**config.mk**
```make
export PLATFORM = sky130hd
export DESIGN_NAME = load_buf_tracker
export DESIGN_NICKNAME = d
export VERILOG_FILES = /design/src/rtl/load_buf_tracker.sv
export SDC_FILE = /design/constraint.sdc
export NUM_CORES = 1
export LEC_CHECK = 0
export CAP_MARGIN = 40
export CORE_MARGIN = 10
export CORE_UTILIZATION = 50
export DETAILED_ROUTE_END_ITERATION = 12
export PLACE_DENSITY = 0.85
export SLEW_MARGIN = 20
export SYNTH_ARGS = -nofsm -noshare
export SYNTH_HDL_FRONTEND = slang
export SYNTH_SLANG_ARGS = --single-unit
```
**constraint.sdc**
```tcl
create_clock -name clk_i -period 6.03 [get_ports clk_i]
set_input_delay 1.206 -clock clk_i [delete_from_list [all_inputs] [get_ports clk_i]]
set_output_delay 1.206 -clock clk_i [all_outputs]
set_load 0.01 [all_outputs]
```
**src/rtl/load_buf_tracker.sv**
```systemverilog
// Outstanding dcache load tracker: allocates a tag per accepted load, keeps its
// metadata, and formats the cache response into an aligned, extended result.
module load_buf_tracker #(
  parameter int XLEN       = 32,
  parameter int NR_ENTRIES = 2,
  parameter int TRANS_ID_W = 3,
  parameter int TAG_W      = 1,
  parameter int OFFSET_W   = 2
) (
  input  logic                  clk_i,
  input  logic                  rst_ni,
  input  logic                  kill_i,
  input  logic                  req_valid_i,
  output logic                  req_ready_o,
  input  logic [TRANS_ID_W-1:0] req_trans_id_i,
  input  logic [OFFSET_W-1:0]   req_offset_i,
  input  logic [1:0]            req_size_i,
  input  logic                  req_sign_i,
  output logic [TAG_W-1:0]      req_tag_o,
  input  logic                  rsp_valid_i,
  input  logic [TAG_W-1:0]      rsp_tag_i,
  input  logic [XLEN-1:0]       rsp_data_i,
  output logic                  out_valid_o,
  output logic [TRANS_ID_W-1:0] out_trans_id_o,
  output logic [XLEN-1:0]       out_data_o,
  output logic                  busy_o
);

  // Shift the raw word down to the addressed byte, then keep 8/16/XLEN bits and
  // extend. Misaligned halves keep whatever the zero-filled shift produced.
  function automatic logic [XLEN-1:0] format_load(
    input logic [XLEN-1:0]     raw,
    input logic [OFFSET_W-1:0] off,
    input logic [1:0]          size,
    input logic                sign
  );
    logic [XLEN-1:0] shifted;
    logic            ext;
    logic [XLEN-1:0] res;
    shifted = raw >> {off, 3'b000};
    case (size)
      2'd0: begin
        ext = sign & shifted[7];
        res = {{(XLEN-8){ext}}, shifted[7:0]};
      end
      2'd1: begin
        ext = sign & shifted[15];
        res = {{(XLEN-16){ext}}, shifted[15:0]};
      end
      default: res = shifted;
    endcase
    return res;
  endfunction

  logic [NR_ENTRIES-1:0] valid_q;
  logic [NR_ENTRIES-1:0] killed_q;
  logic [NR_ENTRIES-1:0] sign_q;
  logic [TRANS_ID_W-1:0] trans_id_q [NR_ENTRIES];
  logic [OFFSET_W-1:0]   offset_q   [NR_ENTRIES];
  logic [1:0]            size_q     [NR_ENTRIES];

  logic                  free_any;
  logic [TAG_W-1:0]      free_tag;
  logic                  accept;
  logic                  rsp_in_range;
  logic                  rsp_hit;
  logic                  vld_p0;
  logic [XLEN-1:0]       data_p0;
  logic                  vld_p1;
  logic [TRANS_ID_W-1:0] trans_id_p1;
  logic [XLEN-1:0]       data_p1;

  // Descending scan so the lowest free index is the one left in free_tag.
  always_comb begin
    free_any = 1'b0;
    free_tag = '0;
    for (int i = NR_ENTRIES - 1; i >= 0; i--) begin
      if (!valid_q[i]) begin
        free_any = 1'b1;
        free_tag = TAG_W'(i);
      end
    end
  end

  assign req_ready_o = !kill_i && free_any;
  assign req_tag_o   = free_tag;
  assign accept      = req_valid_i && req_ready_o;
  assign busy_o      = |valid_q;

  generate
    if ((2 ** TAG_W) > NR_ENTRIES) begin : g_tag_sparse
      assign rsp_in_range = (int'(rsp_tag_i) < NR_ENTRIES);
    end else begin : g_tag_dense
      assign rsp_in_range = 1'b1;
    end
  endgenerate

  // Stage p0: response arrives; a killed entry or a concurrent flush drops it.
  assign rsp_hit = rsp_valid_i && rsp_in_range && valid_q[rsp_tag_i];
  assign vld_p0  = rsp_hit && !killed_q[rsp_tag_i] && !kill_i;
  assign data_p0 = format_load(rsp_data_i, offset_q[rsp_tag_i],
                               size_q[rsp_tag_i], sign_q[rsp_tag_i]);

  always_ff @(posedge clk_i) begin
    if (!rst_ni) begin
      valid_q  <= '0;
      killed_q <= '0;
    end else begin
      for (int i = 0; i < NR_ENTRIES; i++) begin
        if (accept && (free_tag == TAG_W'(i))) begin
          valid_q[i]  <= 1'b1;
          killed_q[i] <= 1'b0;
        end else if (rsp_hit && (rsp_tag_i == TAG_W'(i))) begin
          valid_q[i]  <= 1'b0;
          killed_q[i] <= 1'b0;
        end else if (kill_i && valid_q[i]) begin
          killed_q[i] <= 1'b1;
        end
      end
    end
  end

  always_ff @(posedge clk_i) begin
    for (int i = 0; i < NR_ENTRIES; i++) begin
      if (accept && (free_tag == TAG_W'(i))) begin
        trans_id_q[i] <= req_trans_id_i;
        offset_q[i]   <= req_offset_i;
        size_q[i]     <= req_size_i;
        sign_q[i]     <= req_sign_i;
      end
    end
  end

  // Stage p1: registered result, valid for exactly one cycle per response.
  always_ff @(posedge clk_i) begin
    if (!rst_ni) begin
      vld_p1      <= 1'b0;
      trans_id_p1 <= '0;
      data_p1     <= '0;
    end else begin
      vld_p1 <= vld_p0;
      if (vld_p0) begin
        trans_id_p1 <= trans_id_q[rsp_tag_i];
        data_p1     <= data_p0;
      end
    end
  end

  assign out_valid_o    = vld_p1;
  assign out_trans_id_o = trans_id_p1;
  assign out_data_o     = data_p1;

endmodule

```
==> results of run 1 <==
critical path: stages:
cell and delay, ns:
clkdlybuf4s50_1 0.51, a21oi_1 0.19, clkdlybuf4s50_1 0.57
cells in the mapped netlist, types with 2 or more instances:
cell      number  area [um2]
nand2_1       44         165
dfxtp_1       40         801
o21ai_0       30         150
a31oi_1       16         100
edfxtp_1      16         480
a21oi_1       14        70.1
mux2i_1       14         140
nor2b_1        9        56.3
clkbuf_1       8        30.0
mux2_2         8        90.1
a221oi_1       7        61.3
buf_2          5        25.0
mux4_1         4         105
nor2_1         4        15.0
nor3_1         4        20.0
inv_1          3        11.3
mux4_2         3        67.6
nor3b_1        3        22.5
o211a_1        3        30.0
and2_1         2        12.5
and3_1         2        12.5
buf_1          2        7.51
buf_6          2        22.5
mux2i_4        2        45.0
nand2b_1       2        12.5
nand3_1        2        10.0
per-layer routing:
metal / wire, um / vias to the layer above
li1: - / 1126
met1: 2980 / 1092
met2: 3510 / 90
met3: 562 / 11
met4: 77 / 0
met5: 0 / -
cell type report:
class	count	area (um2)	area share [%]
inverters	4	15.0	0.409
flip-flops and latches	56	1280	34.9
multi-input cells	184	1320	35.8
clock buffers	7	80.1	2.18
well taps	70	87.6	2.38
repair buffers	88	886	24.1
clock inverters	1	8.76	0.238
logic make-up after synthesis:
kind of cell,after synthesis
AOI/OAI and AO/OA,77
buffers and inverters,22
DFF,56
muxes,32
and+or+nand+nor,75
through the flow:
| step | cell area (um2) | setup slack (ns) | total power, mW | std cells |
|---|---|---|---|---|
| final | 3670 | 2.36 | 0.728 | 410 |
| after CTS | 3660 | 2.13 | 0.734 | 409 |
| after global routing | 3670 | 2.27 | 0.763 | 410 |
| after global placement | 3550 | 1.95 | 0.528 | 400 |
| after floorplan | 2700 | 3.17 | 0.472 | 262 |
| after detailed placement | 3570 | 1.79 | 0.532 | 401 |
state kept, by name (all words and copies together), names as in the netlist:
name and count:
out_data_o 32, trans_id_q 6, offset_q 4, size_q 4
out_trans_id_o 3, killed_q 2, sign_q 2, valid_q 2
out_valid_o 1
report_power, final:
part | internal (mW) | switching [mW]
registers | 0.396 | 0.00550
clock network | 0.0878 | 0.116
logic | 0.0681 | 0.0544
total | 0.552 | 0.176
worst paths after layout:
kind                                        from                             end  slack [ns]  cells past startpoint
setup / recovery                          kill_i                     req_ready_o        2.36                      3
hold / removal    out_trans_id_o[2]$_SDFFE_PN0P_  out_trans_id_o[2]$_SDFFE_PN0P_        0.51                      1
setup reg to reg        offset_q[1][1]$_DFFE_PP_     out_data_o[14]$_SDFFE_PN0P_        3.74                      5
hold reg to reg   out_trans_id_o[2]$_SDFFE_PN0P_  out_trans_id_o[2]$_SDFFE_PN0P_        0.51                      1
==> impl_metrics.ini, run 1 <==
[setup_path]
critPathCaptureType = primary output
start_kind = primary input
cp_data_arrival_time_ns = 2.47
crit_type = in -> out
critPathMaxFanout = 5
crit_required_ns = 4.82

[cts]
cts.repair.resized = 0
cts.sinks = 56
cts_tree = done
cts_buffers = 5
post_cts_buffers = 0
cts_hold_buffers = 0
path_clk_slew_ns = 0.10
cts_root_buffer = clkbuf_8
cts_max_level = 2
cts_buffer_depth = 2
clk_latency_ns = 0.30

[global_routing]
grt_pass1_vias = 2276
use_met2_pct = 26.9
grt_first_pass_wirelength_um = 11200
met1_usage_pct = 19.1
overflow = 0
grt.busiest_layer = met2
antenna_found_initial = 0
track_usage_pct = 15.8
grt_max_degree = 64
use_met3_pct = 4.48

[final_layout]
final_common_cell = clkdlybuf4s50_1
final_util_pct = 71.0
drive_gt1_share_pct = 8.82
fill_cells = 398
layout_common_cells = clkdlybuf4s50_1, nand2_1, dfxtp_1
final_nets = 385
area_growth_pct = 36.1
diodes = 0

[timing]
slew_headroom_pct = 47.8
tns_ns = 0
hold_viol = 0
fin_crit_sh_pct = 60.9
fmax_mhz = 272
setup_violations = 0
worst_slew_pin_slew_ns = 0.777
grt_setup_unrepaired = no
slew_violations = 0
clock_skew_ns = 0.00572
period_needed_ns = 3.67
holdWs_ns = 0.507

[routing]
avgViaCountPerCell = 5.66
routed_wl_um = 7130
ant_nets = 0
drt_iter0_markers = 140
drc = 0
vias = 2319
routedWlPerCell_um = 17.4
drt_first_pass_iters = 4

[outcome]
status = finished, final reports clean

[power]
ir_worst_vdd_v = 0.000128
power.density_nw_per_um2 = 198
p_leak_nw = 1.33

[die]
die_h_um = 93.5
dieArea_um2 = 8740
ios = 85
dieWidth_um = 93.5
start_util_pct = 52.2
coreArea_um2 = 5170
rows = 26

[synthesis]
ys_types = 39
syn-mean-instance-area_um2 = 10.3
synthArstFlopShare_pct = 0
yosys.area_share.simple_pct = 12.9
synth_top_family_by_area = compound AO/OA/AOI/OAI gates
synth_top_flop_cell = dfxtp_1
ys_ff_latch = 56
synth_xor_area_share_pct = 0
synth.area.mux_share_pct = 17.2
syn_inst = 262
syn_nets = 308
ys_seq_area_share_pct = 47.5
yosys_warnings = 0
synth_area_um2 = 2700
synth_edf_count = 16
synthAdderAreaFrac_pct = 0
synth_compound_area_share_pct = 18.5

[placed_design]
io_buffers = 84
post-dp-hpwl_um = 5420
gp_congestion = 0.871

[job]
max_cap_viol_count = 0

[hold_path]
min_path_type = reg -> reg
No activity file was read; power rests on OpenSTA's default activity.
==> run 2: changes to the inputs <==
Settings changed: CORE_UTILIZATION 50 to 42, PLACE_DENSITY 0.85 to 0.76.
Clock period 6.03 ns to 3.1 ns, I/O delays scaled along.
==> impl_metrics.ini, run 2 (synthesized netlist as in run 1, its figures left out) <==
[job]
max_cap_viol_count = 0

[routing]
routed_wl_um = 7320
drc = 0
vias = 2323
drt_iter0_markers = 163
avgViaCountPerCell = 5.52
ant_nets = 0
drt_first_pass_iters = 5
routedWlPerCell_um = 17.4

[timing]
worst_slew_pin_slew_ns = 0.747
fmax_mhz = 354
setup_violations = 0
setup_slack_ns = 0.275
holdWs_ns = 0.510
slew_violations = 0
clock_skew_ns = 0.00391
tns_ns = 0
period_needed_ns = 2.83
grt_setup_unrepaired = no
slew_headroom_pct = 49.8
hold_viol = 0
fin_crit_sh_pct = 91.1

[cts]
path_clk_slew_ns = 0.10
cts_hold_buffers = 0
cts_tree = done
cts_root_buffer = clkbuf_8
cts_buffer_depth = 2
clk_latency_ns = 0.31
cts_max_level = 2
cts.repair.resized = 0
cts.sinks = 56
cts_buffers = 5
post_cts_buffers = 0

[placed_design]
preCtsSetupSlack_ns = 0.0342
postPlaceCellArea_um2 = 3620
io_buffers = 84
place_inst = 413
gp_congestion = 0.809
post-dp-hpwl_um = 5530

[die]
rows = 29
dieWidth_um = 100
start_util_pct = 42.7
coreArea_um2 = 6310
die_h_um = 100
ios = 85
dieArea_um2 = 10000

[final_layout]
diodes = 0
drive_gt1_share_pct = 9.88
area_growth_pct = 38.3
final_util_pct = 59.1
fill_cells = 551
final_common_cell = clkdlybuf4s50_1
fin_area_um2 = 3730
fin_cells = 421
largest_reg_flops = 32
multi_input_area_um2 = 1320
layout_common_cells = clkdlybuf4s50_1, nand2_1, dfxtp_1
register_area_um2 = 1280
final_nets = 389

[global_routing]
grt_max_degree = 64
track_usage_pct = 14.4
grt_first_pass_wirelength_um = 11700
grt_pass1_vias = 2308
overflow = 0
antenna_found_initial = 0

[power]
ir_worst_vdd_v = 0.000230
p_total_mw = 1.51
power.density_nw_per_um2 = 403
p_leak_nw = 1.36

[setup_path]
crit_required_ns = 3.34
crit_type = in -> reg
critPathMaxFanout = 16
critPathCaptureType = flip-flop
cp_data_arrival_time_ns = 3.06
start_kind = primary input

[hold_path]
min_path_type = reg -> reg

[outcome]
status = finished, final reports clean
## run 2: cell count changes in the layout (fill, tap and decap cells not counted), sizes merged
cell,previous run,this run
clkinv,1,0
bufinv,0,1
buf,4,8
clkbuf,7,6
inv,4,5
## run 2: worst paths after layout
check,cells after the start,slack [ns],endpoint,startpoint
worst max-delay path,7,0.27,out_data_o[11]$_SDFFE_PN0P_,rsp_tag_i
worst min-delay path,1,0.51,out_trans_id_o[2]$_SDFFE_PN0P_,out_trans_id_o[2]$_SDFFE_PN0P_
worst max register to register,6,1.04,out_data_o[8]$_SDFFE_PN0P_,offset_q[0][0]$_DFFE_PP_
worst min register to register,1,0.51,out_trans_id_o[2]$_SDFFE_PN0P_,out_trans_id_o[2]$_SDFFE_PN0P_
## run 2: worst max-delay path, cell delays in order
cell and delay [ns]:
clkdlybuf4s50_1 0.68, buf_4 0.29, nor3_1 0.10, or2_2 0.30, nor3_1 0.64, a221oi_1 0.23
a21oi_1 0.21
## run 2: area by class of cell
type,count,share of cell area (%)
clock buffers,6,1.94
clock inverters,2,1.04
flip-flops and latches,56,34.3
multi-input cells,184,35.2
repair buffers,92,24.5
well taps,77,2.58
inverters,4,0.402
## run 2: report_power, final
part | internal (mW) | switching [mW] | leakage, nW | total, mW
clock network | 0.244 | 0.238 | 0.0558 | 0.482
registers | 0.771 | 0.0111 | 0.470 | 0.782
logic | 0.134 | 0.107 | 0.833 | 0.241
## run 2: metal layers
layer	wire [um]	vias up	track usage, %	part of all wire, %
li1	-	1136	-	-
met4	129	0	4.67	1.8
met2	3540	100	23.9	48
met3	651	15	5.01	8.9
met5	0	-	0	0
met1	3000	1072	16.9	41
